--- config.mk ---
export PLATFORM = sky130hd
export DESIGN_NAME = platform_field
export DESIGN_NICKNAME = d
export VERILOG_FILES = /design/src/rtl/plat_pkg.sv /design/src/rtl/plat_lfsr.sv /design/src/rtl/platform_field.sv
export SDC_FILE = /design/constraint.sdc
export NUM_CORES = 1
export LEC_CHECK = 0
export ABC_AREA = 1
export CORE_MARGIN = 5
export CORE_UTILIZATION = 57
export CTS_BUF_LIST = sky130_fd_sc_hd__clkbuf_4 sky130_fd_sc_hd__clkbuf_8
export DETAILED_ROUTE_END_ITERATION = 8
export PLACE_DENSITY_LB_ADDON = 0.08
export SETUP_SLACK_MARGIN = 0.4
export SYNTH_ARGS = -nofsm -noshare
export SYNTH_HDL_FRONTEND = slang
export SYNTH_SLANG_ARGS = --single-unit
--- constraint.sdc ---
create_clock -name Clk -period 4.8 [get_ports Clk]
set_input_delay 0.96 -clock Clk [delete_from_list [all_inputs] [get_ports Clk]]
set_output_delay 0.96 -clock Clk [all_outputs]
set_load 0.1 [all_outputs]
--- src/rtl/plat_pkg.sv ---
// plat_pkg: platform field constants, FSM states and initial slot positions
package plat_pkg;
    localparam int N_PLAT = 16;
    localparam int SCREEN_H = 480;
    localparam int SCROLL_LINE = 160;
    localparam int MAX_SCROLL = 8;
    localparam int X_MIN = 10;
    typedef enum logic [1:0] {IDLE, CALC, UPDATE, DONE} plat_state_t;
    function automatic logic [9:0] init_x(input int i);
        return 10'(64 + 32 * i);
    endfunction
    function automatic logic [9:0] init_y(input int i);
        return 10'(30 * i + 15);
    endfunction
endpackage

--- src/rtl/plat_lfsr.sv ---
// plat_lfsr: 10-bit Fibonacci LFSR x^10+x^7+1, seed 10'h1FF, stepping every Clk
module plat_lfsr (
    input  logic       Clk,
    input  logic       Reset,
    output logic [9:0] q
);
    always_ff @(posedge Clk) q <= Reset ? 10'h1FF : {q[8:0], q[9] ^ q[6]};
endmodule

--- src/rtl/platform_field.sv ---
// platform_field: per-frame scroll of 16 platforms with wrap-around respawn and double-buffered display buses
module platform_field
    import plat_pkg::*;
(
    input  logic                 Clk,
    input  logic                 Reset,
    input  logic                 frame_clk,
    input  logic [9:0]           BallY,
    output logic [N_PLAT*10-1:0] platX_flat,
    output logic [N_PLAT*10-1:0] platY_flat,
    output logic                 scroll_valid,
    output logic [9:0]           scroll_amt,
    output logic                 busy,
    output logic [15:0]          respawn_count
);
    plat_state_t state, state_n;
    logic fc_cur, fc_prev, fedge, wrap;
    logic [3:0] idx;
    logic [9:0] scroll, amt_q, diff, ny, r, rx;
    logic [9:0] wx [N_PLAT];
    logic [9:0] wy [N_PLAT];
    logic [9:0] dx [N_PLAT];
    logic [9:0] dy [N_PLAT];

    plat_lfsr u_lfsr (.Clk(Clk), .Reset(Reset), .q(r));

    assign fedge = fc_cur & ~fc_prev;
    assign diff = 10'(SCROLL_LINE) - BallY;
    assign ny = wy[idx] + scroll;
    assign wrap = ny >= 10'(SCREEN_H);
    assign rx = 10'(X_MIN) + (r >= 10'd620 ? r - 10'd512 : r);
    assign busy = state == CALC || state == UPDATE;
    assign scroll_valid = state == DONE;
    assign scroll_amt = scroll_valid ? scroll : amt_q;

    always_comb begin
        state_n = state == IDLE   ? (fedge ? CALC : IDLE) :
                  state == CALC   ? UPDATE :
                  state == UPDATE ? (idx == 4'(N_PLAT - 1) ? DONE : UPDATE) : IDLE;
    end

    always_ff @(posedge Clk) begin
        if (Reset) begin
            state <= IDLE;
            fc_cur <= 1'b0;
            fc_prev <= 1'b0;
            idx <= '0;
            scroll <= '0;
            amt_q <= '0;
            respawn_count <= '0;
            for (int i = 0; i < N_PLAT; i++) begin
                wx[i] <= init_x(i);
                wy[i] <= init_y(i);
                dx[i] <= init_x(i);
                dy[i] <= init_y(i);
            end
        end else begin
            state <= state_n;
            fc_cur <= frame_clk;
            fc_prev <= fc_cur;
            if (state == CALC) begin
                scroll <= BallY < 10'(SCROLL_LINE) ? (diff > 10'(MAX_SCROLL) ? 10'(MAX_SCROLL) : diff) : '0;
                idx <= '0;
            end
            if (state == UPDATE) begin
                idx <= idx + 4'd1;
                wy[idx] <= wrap ? ny - 10'(SCREEN_H) : ny;
                if (wrap) begin
                    wx[idx] <= rx;
                    if (respawn_count != 16'hFFFF) respawn_count <= respawn_count + 16'd1;
                end
            end
            if (state == DONE) begin
                dx <= wx;
                dy <= wy;
                amt_q <= scroll;
            end
        end
    end

    for (genvar g = 0; g < N_PLAT; g++) begin : g_flat
        assign platX_flat[10*g +: 10] = dx[g];
        assign platY_flat[10*g +: 10] = dy[g];
    end
endmodule

==> out/qor.yml <==
status: "finished, final reports clean"
port_buffers: 360
ctsHoldBuffers: 0
wl_met1_um: 38120
clock_latency_ns: 0.72
cts.sinks: 694
reg2reg_to: "wy[107]"
synth.ff_latch_count: 694
final_util_pct: 70.96
synth_nets: 3649
dp_hpwl_um: 62170
grt_use_total_pct: 34.04
timing.final.ws_setup_ns: 0.6199
synth_area_leaders: "dfxtp_1, nor2_1, nand2_1"
overflow: 0
crit_slowest_cell: "fa_1"
start_kind: "flop"
cts_tree: "done"
synth_top_family_by_area: "simple AND/OR/NAND/NOR gates"
dr.pass1.iters: 6
pin_count: 361
crit_path_end_kind: "flop"
synth-edff-count: 0
critPathLaunch: "idx[0]"
die_width_um: 227.3
path_class: "reg -> reg"
clk_pin_slew_worst_paths_ns: 0.06
rsz0062_at_grt: "yes"
clock-skew-final_ns: 0.03381
drive_above_1_share_pct: 8.446
cts.path.max_buffers: 3
relSlewSlack_pct: 11.21
rows: 79
wl_met2_um: 43270
met3_length_um: 7553
routed_wl_um: 92240
critical_path_buf_inv_count: 4
cts_buffers: 107
yosys.area.top_type_share_pct: 51.60
synthAdderAreaFrac_pct: 1.097
grt_max_degree: 177
syn_to_final_growth_pct: 22.95
crit_cells: 22
root_buffer: "clkbuf_8"
avgSynthCellArea_um2: 7.452
antenna_left: 0
yosysMostFrequentCell: "dfxtp_1"
synth-xor-area-share_pct: 0.8783
fmax_ghz: 0.2392
synth_mux_area_share_pct: 0
cap_violations: 0
slowest_delay_ns: 0.41
grt_pass1_vias: 24207
synth_commonest_cells: "dfxtp_1, nor2_1, nand2_1"
die_h_um: 227.3
core_area_mm2: 0.04665
synth_ff_type: "dfxtp_1"
initial_utilization_pct: 57.71
yosys.area.top_type: "dfxtp_1"
syn_inst: 3613
period_share_pct: 87.08
p_leak_nw: 14.74
r2r_cells: 22
seq_area_frac_synth_pct: 51.60
p_per_area_mw_per_mm2: 334.4
synthSimpleGateAreaFrac_pct: 25.19
nNetsFinal: 3945
period_needed_ns: 4.180
yosysWarnings: 0
regToRegStartpoint: "idx[0]"
drv_slew: 0
via_count: 25996
antenna_found_initial: 1
viasPerCell: 5.669
route.detailed.wl_per_inst_um: 20.11
n_fill_cell: 3717
syn-cell-area_mm2: 0.02693
drtIter0Drc: 2954
cpMostUsedCell: "nand2_1"
rrSetupSlack_ns: 0.62
critPathTopFamily: "simple AND/OR/NAND/NOR gates"
grt_pass1_wl_um: 139100
routabilityCongestion: 1.017
tightest_slew_ns: 1.331
topRoutingLayerUsed: "met4"
die_area_mm2: 0.05169
synth_compound_area_share_pct: 14.58
hold_viol_final: 0
synth_cell_type_count: 44
setup_viol: 0
crit_path_end: "wy[107]"
drc: 0
cp.required_ns: 5.40
worstPathMaxFanout: 58
cp.arrival_ns: 4.78
path_cells: "buf_8 -> o21ai_0 -> o22ai_1 -> nand2_1 -> nand4_1 -> ha_1 -> inv_1 -> fa_1 -> inv_1 -> nand3_1 -> nand2_1 -> nand4_1 -> nand2_1 -> nand2_1 -> nand2_1 -> nand3_2 -> nand3_4 -> inv_4 -> nand2_4 -> nand2_2 -> nand2_1 -> nand2_1"
peakVddDrop_mv: 0.2756
dpl_worst_slack_ns: 0.4023
final.setup.tns_ns: 0
cts_max_level: 3
hold_ws_ns: 0.4347
hold_class: "reg -> reg"
ys_async_sr_fraction_pct: 0
[per-layer routing]
metal / global-route usage, % / vias up
met1: 46.00 / 12318
met5: 0 / -
met4: 11.86 / 0
li1: - / 12294
met3: 6.319 / 203
met2: 55.33 / 1181
[worst reg2reg max path: cells and delay by family, from the launching register on]
| family | cells | cell delay [ns] |
|---|---|---|
| flops | 1 | 0.38 |
| buf+inv | 4 | 0.57 |
| fa+ha+maj | 2 | 0.69 |
| compound gates | 2 | 0.36 |
| simple gates | 14 | 2.07 |
[kinds of logic (layout without fill, tap and decap cells)]
family / Yosys count / count (layout)
adders and majority gates: 23 / 23
buffers and inverters: 450 / 813
and+or+nand+nor: 1666 / 1668
other: 0 / 1
DFF: 694 / 694
AOI/OAI and AO/OA: 753 / 753
xor gates and xnor gates: 27 / 27
[area by class of cell]
cell class | count | area (um2) | area share, %
repair buffers | 422 | 4075 | 12.31
inverters | 213 | 827.0 | 2.498
multi-input cells | 2471 | 11360 | 34.32
clock inverters | 18 | 186.4 | 0.5632
well taps | 607 | 759.5 | 2.294
clock buffers | 160 | 1996 | 6.028
flip-flops and latches | 694 | 13900 | 41.98
diodes | 1 | 2.502 | 0.007559
[placed cells by master (no fill, tap or decap), types with 11 or more instances in the layout]
master	n
dfxtp_1	692
nor2_1	690
nand2_1	661
o21ai_0	401
clkdlybuf4s50_1	348
a21oi_1	244
nand3_1	228
inv_1	187
clkbuf_8	127
buf_4	70
o21ai_1	47
clkbuf_4	33
nand2_2	30
nand4_1	27
o211ai_1	22
ha_1	21
o22ai_1	17
xor2_1	13
clkinv_2	12
inv_2	11
[stage by stage]
stage | power (mW) | cell area [um2] | std cells
after floorplan | 6.056 | 26930 | 3613
after global placement | 6.127 | 30790 | 4398
after detailed placement | 6.131 | 30790 | 4398
after CTS | 11.10 | 32970 | 4576
after global routing | 11.39 | 33100 | 4586
final | 11.07 | 33100 | 4586
[how the worst min path moves through the flow]
stage | start | to | slack [ns] | depth (start not counted)
final | fc_cur | fc_prev | 0.43 | 2
after global routing | fc_prev | state[0] | 0.46 | 1
after CTS | fc_cur | fc_prev | 0.44 | 2
after detailed placement | fc_prev | state[0] | 0.42 | 1
after global placement | fc_prev | state[0] | 0.42 | 1
after floorplan | fc_prev | state[0] | 0.40 | 1
[flip-flops by register name (all words and copies together), names as in the netlist]
signal,flops
amt_q,10
fc_cur,1
fc_prev,1
idx,4
platX_flat,160
platY_flat,160
respawn_count,16
scroll,10
state,2
u_lfsr.q,10
wx,160
wy,160
[report_power, final]
group	leakage [nW]	switching, mW	internal (mW)
combinational	7.96	0.185	0.0522
clock	1.17	2.26	2.80
sequential	5.60	0.00855	5.77
total	14.7	2.45	8.62
[what timing repair did]
action                     CTS  global route
gates cloned                 0             2
setup endpoints to repair    6           234
resized for setup            0            19
setup buffers                0             7
pin swaps                    0             2
Power figures use the tool's default switching activity.
